$ cat src/rtl/kmeans_centroid_update_if.sv
// rtl/kmeans_centroid_update_if.sv - sample stream, centroid buses and status of the centroid-update engine
interface kmeans_centroid_update_if #(
   parameter int input_data_width         = 8,
   parameter int input_data_qty_bit_width = 8,
   parameter int centroids_qty            = 2,
   parameter int centroid_idx_width       = 1,
   parameter int dimensions_qty           = 2
);
   localparam int AllW = centroids_qty * dimensions_qty * input_data_width;

   logic                                         clear;
   logic                                         in_valid;
   logic [centroid_idx_width-1:0]                in_centroid;
   logic [dimensions_qty*input_data_width-1:0]   in_data;
   logic                                         in_last;
   logic [AllW-1:0]                              prev_centroids;
   logic [AllW-1:0]                              out_centroids;
   logic                                         out_valid;
   logic                                         changed;
   logic                                         busy;
   logic                                         overflow;

   modport master (
      output clear, in_valid, in_centroid, in_data, in_last, prev_centroids,
      input  out_centroids, out_valid, changed, busy, overflow
   );

   modport slave (
      input  clear, in_valid, in_centroid, in_data, in_last, prev_centroids,
      output out_centroids, out_valid, changed, busy, overflow
   );
endinterface

$ cat src/rtl/kmeans_centroid_update.sv
// rtl/kmeans_centroid_update.sv - per-centroid accumulation and floor-mean centroid recompute
module kmeans_centroid_update #(
   parameter int input_data_width         = 8,
   parameter int input_data_qty_bit_width = 8,
   parameter int centroids_qty            = 2,
   parameter int centroid_idx_width       = 1,
   parameter int dimensions_qty           = 2
) (
   input logic                      clk,
   input logic                      rst,
   kmeans_centroid_update_if.slave  kif
);
   localparam int W     = input_data_width;
   localparam int CntW  = input_data_qty_bit_width + 1;
   localparam int SumW  = input_data_width + input_data_qty_bit_width;
   localparam int Elems = centroids_qty * dimensions_qty;
   localparam int StepW = $clog2(SumW + 1);
   localparam int EW    = $clog2(Elems);
   localparam int DW    = (dimensions_qty > 1) ? $clog2(dimensions_qty) : 1;
   localparam logic [CntW-1:0] Cap = {1'b1, {input_data_qty_bit_width{1'b0}}};

   typedef enum logic [1:0] {ACC, DIV, DONE} state_t;

   state_t                        state_q, state_d;
   logic [SumW-1:0]               sum_q [Elems];
   logic [CntW-1:0]               cnt_q [centroids_qty];
   logic [CntW-1:0]               total_q;
   logic                          ovf_q;
   logic [centroid_idx_width-1:0] k_q;
   logic [DW-1:0]                 d_q;
   logic [EW-1:0]                 e_q;
   logic [StepW-1:0]              step_q;
   logic [SumW-1:0]               dv_q;
   logic [CntW-1:0]               rem_q;
   logic [CntW-1:0]               den_q;
   logic [W-1:0]                  prev_el_q;
   logic                          chg_q;
   logic [W-1:0]                  res_q [Elems];
   logic [Elems*W-1:0]            out_q;
   logic                          out_valid_q;
   logic                          changed_q;

   logic                          accept, rejected;
   logic                          last_step, last_elem;
   logic [CntW:0]                 trial;
   logic                          fits;
   logic [CntW-1:0]               rem_next;
   logic [SumW-1:0]               dv_next;
   logic [W-1:0]                  elem_res;

   // Restoring division: the quotient bits shift into the dividend register as its bits shift out.
   assign last_step = (step_q == StepW'(SumW));
   assign last_elem = (e_q == EW'(Elems - 1));
   assign trial     = {rem_q, dv_q[SumW-1]};
   assign fits      = (trial >= {1'b0, den_q});
   assign rem_next  = fits ? CntW'(trial - {1'b0, den_q}) : trial[CntW-1:0];
   assign dv_next   = {dv_q[SumW-2:0], fits};
   assign elem_res  = (den_q == '0) ? prev_el_q : dv_next[W-1:0];

   always_ff @(posedge clk or posedge rst) begin
      if (rst) state_q <= ACC;
      else     state_q <= state_d;
   end

   always_comb begin
      state_d  = state_q;
      accept   = 1'b0;
      rejected = 1'b0;
      case (state_q)
         ACC: begin
            if (kif.in_valid) begin
               accept   = (total_q != Cap);
               rejected = (total_q == Cap);
               if (kif.in_last) state_d = DIV;
            end
         end
         DIV:     if (last_step && last_elem) state_d = DONE;
         DONE:    state_d = ACC;
         default: state_d = ACC;
      endcase
      if (kif.clear) begin
         state_d  = ACC;
         accept   = 1'b0;
         rejected = 1'b0;
      end
   end

   always_ff @(posedge clk or posedge rst) begin
      if (rst) begin
         for (int i = 0; i < Elems; i++) begin
            sum_q[i] <= '0;
            res_q[i] <= '0;
         end
         for (int k = 0; k < centroids_qty; k++) cnt_q[k] <= '0;
         total_q     <= '0;
         ovf_q       <= 1'b0;
         k_q         <= '0;
         d_q         <= '0;
         e_q         <= '0;
         step_q      <= '0;
         dv_q        <= '0;
         rem_q       <= '0;
         den_q       <= '0;
         prev_el_q   <= '0;
         chg_q       <= 1'b0;
         out_q       <= '0;
         out_valid_q <= 1'b0;
         changed_q   <= 1'b0;
      end else if (kif.clear) begin
         for (int i = 0; i < Elems; i++) sum_q[i] <= '0;
         for (int k = 0; k < centroids_qty; k++) cnt_q[k] <= '0;
         total_q     <= '0;
         ovf_q       <= 1'b0;
         k_q         <= '0;
         d_q         <= '0;
         e_q         <= '0;
         step_q      <= '0;
         chg_q       <= 1'b0;
         out_valid_q <= 1'b0;
      end else begin
         out_valid_q <= 1'b0;
         if (rejected) ovf_q <= 1'b1;
         if (accept) begin
            total_q <= total_q + CntW'(1);
            for (int k = 0; k < centroids_qty; k++) begin
               if (kif.in_centroid == centroid_idx_width'(k)) begin
                  cnt_q[k] <= cnt_q[k] + CntW'(1);
                  for (int d = 0; d < dimensions_qty; d++)
                     sum_q[k*dimensions_qty+d] <= sum_q[k*dimensions_qty+d]
                                                + SumW'(kif.in_data[d*W +: W]);
               end
            end
         end
         if (state_q == DIV) begin
            if (step_q == '0) begin
               dv_q      <= sum_q[e_q];
               den_q     <= cnt_q[k_q];
               rem_q     <= '0;
               prev_el_q <= kif.prev_centroids[e_q*W +: W];
               step_q    <= StepW'(1);
            end else begin
               dv_q  <= dv_next;
               rem_q <= rem_next;
               if (last_step) begin
                  res_q[e_q] <= elem_res;
                  chg_q      <= chg_q | (elem_res != prev_el_q);
                  step_q     <= '0;
                  e_q        <= e_q + EW'(1);
                  if (d_q == DW'(dimensions_qty - 1)) begin
                     d_q <= '0;
                     k_q <= k_q + centroid_idx_width'(1);
                  end else begin
                     d_q <= d_q + DW'(1);
                  end
               end else begin
                  step_q <= step_q + StepW'(1);
               end
            end
         end
         if (state_q == DONE) begin
            for (int i = 0; i < Elems; i++) begin
               out_q[i*W +: W] <= res_q[i];
               sum_q[i]        <= '0;
            end
            for (int k = 0; k < centroids_qty; k++) cnt_q[k] <= '0;
            total_q     <= '0;
            changed_q   <= chg_q;
            chg_q       <= 1'b0;
            out_valid_q <= 1'b1;
            k_q         <= '0;
            d_q         <= '0;
            e_q         <= '0;
         end
      end
   end

   assign kif.out_centroids = out_q;
   assign kif.out_valid     = out_valid_q;
   assign kif.changed       = changed_q;
   assign kif.busy          = (state_q != ACC);
   assign kif.overflow      = ovf_q;
endmodule

$ cat src/flat_wrapper.sv
// flat-port wrapper written by rule: the top's interface ports become plain ports
module kmeans_centroid_update_flat 
#(
   parameter int input_data_width         = 8,
   parameter int input_data_qty_bit_width = 8,
   parameter int centroids_qty            = 2,
   parameter int centroid_idx_width       = 1,
   parameter int dimensions_qty           = 2
)
  (clk, rst, kif_clear, kif_in_valid, kif_in_centroid, kif_in_data, kif_in_last, kif_prev_centroids, kif_out_centroids, kif_out_valid, kif_changed, kif_busy, kif_overflow);
  kmeans_centroid_update_if #(.input_data_width(input_data_width), .input_data_qty_bit_width(input_data_qty_bit_width), .centroids_qty(centroids_qty), .centroid_idx_width(centroid_idx_width), .dimensions_qty(dimensions_qty)) kif_i ();
  input logic clk;
  input logic rst;
  input wire logic [$bits(kif_i.clear)-1:0] kif_clear;
  input wire logic [$bits(kif_i.in_valid)-1:0] kif_in_valid;
  input wire logic [$bits(kif_i.in_centroid)-1:0] kif_in_centroid;
  input wire logic [$bits(kif_i.in_data)-1:0] kif_in_data;
  input wire logic [$bits(kif_i.in_last)-1:0] kif_in_last;
  input wire logic [$bits(kif_i.prev_centroids)-1:0] kif_prev_centroids;
  output wire logic [$bits(kif_i.out_centroids)-1:0] kif_out_centroids;
  output wire logic [$bits(kif_i.out_valid)-1:0] kif_out_valid;
  output wire logic [$bits(kif_i.changed)-1:0] kif_changed;
  output wire logic [$bits(kif_i.busy)-1:0] kif_busy;
  output wire logic [$bits(kif_i.overflow)-1:0] kif_overflow;
  assign kif_i.clear = kif_clear;
  assign kif_i.in_valid = kif_in_valid;
  assign kif_i.in_centroid = kif_in_centroid;
  assign kif_i.in_data = kif_in_data;
  assign kif_i.in_last = kif_in_last;
  assign kif_i.prev_centroids = kif_prev_centroids;
  assign kif_out_centroids = kif_i.out_centroids;
  assign kif_out_valid = kif_i.out_valid;
  assign kif_changed = kif_i.changed;
  assign kif_busy = kif_i.busy;
  assign kif_overflow = kif_i.overflow;
  kmeans_centroid_update #(.input_data_width(input_data_width), .input_data_qty_bit_width(input_data_qty_bit_width), .centroids_qty(centroids_qty), .centroid_idx_width(centroid_idx_width), .dimensions_qty(dimensions_qty)) u_core (.clk(clk), .rst(rst), .kif(kif_i));
endmodule
$ cat config.mk
export PLATFORM = sky130hd
export DESIGN_NAME = kmeans_centroid_update_flat
export DESIGN_NICKNAME = d
export VERILOG_FILES = /design/src/rtl/kmeans_centroid_update_if.sv /design/src/rtl/kmeans_centroid_update.sv /design/src/flat_wrapper.sv
export SDC_FILE = /design/constraint.sdc
export NUM_CORES = 1
export LEC_CHECK = 0
export CORE_ASPECT_RATIO = 1.25
export CORE_MARGIN = 3
export CORE_UTILIZATION = 53
export CTS_CLUSTER_SIZE = 16
export DETAILED_ROUTE_END_ITERATION = 10
export PLACE_DENSITY = 0.74
export SYNTH_ARGS = -nofsm -noshare
export SYNTH_HDL_FRONTEND = slang
export SYNTH_SLANG_ARGS = --single-unit
$ cat constraint.sdc
create_clock -name clk -period 8.5 [get_ports clk]
set_input_delay 2.55 -clock clk [delete_from_list [all_inputs] [get_ports clk]]
set_output_delay 2.55 -clock clk [all_outputs]
set_load 0.02 [all_outputs]
==> summary.txt <==
Clocking
  – Number of clock sinks: 212
  – # H-tree levels: 1
  – Clock transition at path regs: 60 ps
  – Post-CTS setup buffer count: 0
  – Cts bufs inserted: 22
  – Clk_lat worst skew: 500 ps
  – Clock root buffer: clkbuf_16
  – Max clock buf depth: 3
  – CTS tree: yes
  – Resize count post-CTS: 0
  – Cts hold-fix bufs: 0

Setup path
  – CP delay by family, top: simple AND/OR/NAND/NOR gates
  – Crit end category: flip-flop
  – Critical-path cell list: clkdlybuf4s50_1, nor4b_2, o211a_1, o221ai_1, or3_1, a21oi_1
  – WP data arrival: 5290 ps
  – WS Path Type: in2reg
  – Data required, critical path: 8930 ps
  – WP buf/inv: 1
  – Startpoint types: input pin
  – Critical-path top delay cell: clkdlybuf4s50_1
  – Crit path max fanout: 14
  – Slowest cell delay on critical path: 710 ps

Synthesis
  – Yosys warns: 0
  – Number of enable flip-flop cells after synthesis: 0
  – Avg Inst Size Synth: 10.38 µm²
  – Distinct cells, synth: 58
  – Mapped cell area: 11340 µm²
  – Synthesized flop and latch total: 212
  – Syn nets: 1203
  – Most common flop cell mapped by yosys: dfrtp_1
  – Cells after synthesis: 1093
  – Seq/Total Area, Yosys: 0.4678
  – Asr flop ratio synth: 1.000

Floorplan
  – Die X-Extent: 136.8 µm
  – Row count: 59
  – Die Area: 23200 µm²
  – IO Count: 90
  – Initial core utilization: 0.5429
  – DIE HEIGHT: 169.5 µm
  – CORE AREA: 20890 µm²

Cells and area
  – # nets final: 1277
  – Share of post-route cells with drive strength above 1: 0.1118
  – # fillers: 1714
  – Final design utilization: 0.6327
  – Ant diodes: 0
  – Finished layout cell area: 13220 µm²
  – Synth-to-Final Area Change: 16.56%

Route
  – Vias: 8488
  – Drt total wl: 25.82 mm
  – First-pass DRT Iterations: 5
  – Routed vias/inst: 5.834
  – Initial drt markers: 469
  – Post-DR wirelength/cell: 17.75 µm
  – Residual DRC: 0
  – Antenna-violating nets left: 0

Pwr
  – Sw frac: 0.2765
  – NetSw: 0.7189 mW
  – Leak Pwr: 5.931 nW
  – Internal: 1.881 mW
  – Flop pwr share: 0.445
  – Combinational Power Share: 0.183
  – Clock network fraction of design power: 0.371
  – Max rail drop VDD: 0.1343 mV
  – P per Cell Area: 196.7 nW/µm²

Place
  – GP Congestion: 0.8673
  – Post-DP Area: 12480 µm²
  – Port Buf Inserts: 89
  – Post-DP HPWL: 18.65 mm

Timing
  – Final hold violations: 0
  – Setup Skew: 10.09 ps
  – Maximum operating frequency: 205.6 MHz
  – Slew Viols, Final: 0
  – Rel. slew slack: 0.2298
  – Finish-stage setup viols: 0
  – RSZ-0062 raised after global routing: false
  – Worst-Margin Slew: 1153 ps
  – Final period utilization: 0.5723
  – Sum Neg Setup Slack: 0 ps
  – Clock period minus worst slack: 4865 ps

GRT
  – First-pass GRT wire length: 42.70 mm
  – Initial antenna violation count: 0
  – Number of global-route vias before repair: 8497
  – Total GRT Usage: 0.2263
  – Largest net degree at the start of global routing: 91
  – Gr ovfl total: 0

Hold path
  – Worst Hold Class: reg2reg

Job
  – Max-Cap Viols: 0

Run status
  – Status: finished clean
==> worst reg2reg max path, delay by kind of cell (launching register included) <==
family	cells	cell delay, ps
fa+ha+maj	1	130
buf+inv	1	80
flops	1	420
mux	1	430
simple gates	3	1990
==> metrics by stage <==
step	hold WS, ps	instances	setup slack (ps)	power (mW)
2_1_floorplan	444.4	1093	155.8	1.508
3_5_place_dp	466.1	1417	3163	1.651
4_1_cts	479.0	1455	3644	2.626
5_1_grt	501.5	1455	3388	2.732
6_report	473.2	1455	3635	2.600
3_3_place_gp	456.1	1417	3206	1.636
==> power by group through the flow <==
stage / Sequential, mW / Combinational (mW) / Clock (mW)
2_1_floorplan: 1.15 / 0.358 / 0
3_3_place_gp: 1.17 / 0.465 / 0
3_5_place_dp: 1.17 / 0.477 / 0
4_1_cts: 1.16 / 0.481 / 0.988
5_1_grt: 1.17 / 0.537 / 1.03
6_report: 1.16 / 0.477 / 0.966
==> registers in the layout, summed over array words and instances (netlist names) <==
name / flops
u_core.k_q: 1
u_core.kif.overflow: 1
u_core.prev_el_q: 8
u_core.res_q: 32
u_core.chg_q: 1
u_core.rem_q: 9
u_core.total_q: 9
u_core.kif.out_valid: 1
u_core.kif.out_centroids: 32
u_core.cnt_q: 18
u_core.step_q: 5
u_core.dv_q: 16
u_core.d_q: 1
u_core.kif.changed: 1
u_core.e_q: 2
u_core.den_q: 9
u_core.state_q: 2
u_core.sum_q: 64
==> area by class of cell <==
type / count / area, µm² / area share
multi-input combinational: 802 / 5749 / 0.4349
clock inverter: 6 / 55.05 / 0.004165
clock buffer: 32 / 679.4 / 0.05140
sequential: 212 / 5306 / 0.4014
timing repair buffer: 99 / 965.9 / 0.07307
tap: 274 / 342.8 / 0.02593
inverter: 30 / 120.1 / 0.009087
==> cells by family after synthesis <==
kind of cell	Yosys count	share of synthesized area
simple gates	347	0.1425
compound gates	235	0.1292
flops	212	0.4678
mux	94	0.1140
buf+inv	79	0.02736
xor+xnor	70	0.05406
fa+ha+maj	56	0.06509
==> worst paths after layout <==
check                      cells past startpoint              from  slack, ps                  end
setup / recovery                               6         kif_clear       3640     u_core.sum_q[29]
hold / removal                                 2   u_core.res_q[0]        470      u_core.res_q[0]
setup reg to reg                               6  u_core.step_q[0]       5330  u_core.prev_el_q[2]
hold reg to reg                                2   u_core.res_q[0]        470      u_core.res_q[0]
max in group asynchronous                      3               rst       4650     u_core.res_q[24]
min in group asynchronous                      2               rst       2530           u_core.d_q
==> per-layer routing <==
layer,global-route usage,share of wire,up-vias
met5,0,0,-
met4,0.07161,0.030,0
met3,0.03410,0.055,56
met2,0.3962,0.50,225
met1,0.2892,0.42,4145
li1,-,-,4062
==> Yosys cell counts (24+ instances only) <==
library cell  instances  area share
dfrtp_1             212        0.47
nand2_1             127       0.042
o21ai_0              87       0.038
nor2_1               85       0.028
ha_1                 51       0.056
nand3_1              49       0.022
xor2_1               46       0.036
a21oi_1              42       0.019
mux2_2               41       0.041
clkbuf_1             35       0.012
inv_1                30      0.0099
mux2i_1              29       0.026
mux4_2               24       0.048
xnor2_1              24       0.019
==> cells in the final DEF, fill, tap and decap left out, types with 41 or more instances in the layout <==
master / netlist / layout
o21ai_0: 87 / 87
nand2_1: 127 / 127
nor2_1: 85 / 83
clkdlybuf4s50_1: 0 / 89
a21oi_1: 42 / 41
mux2_2: 41 / 41
nand3_1: 49 / 49
ha_1: 51 / 51
dfrtp_1: 212 / 211
xor2_1: 46 / 46
Power figures use the tool's default switching activity.
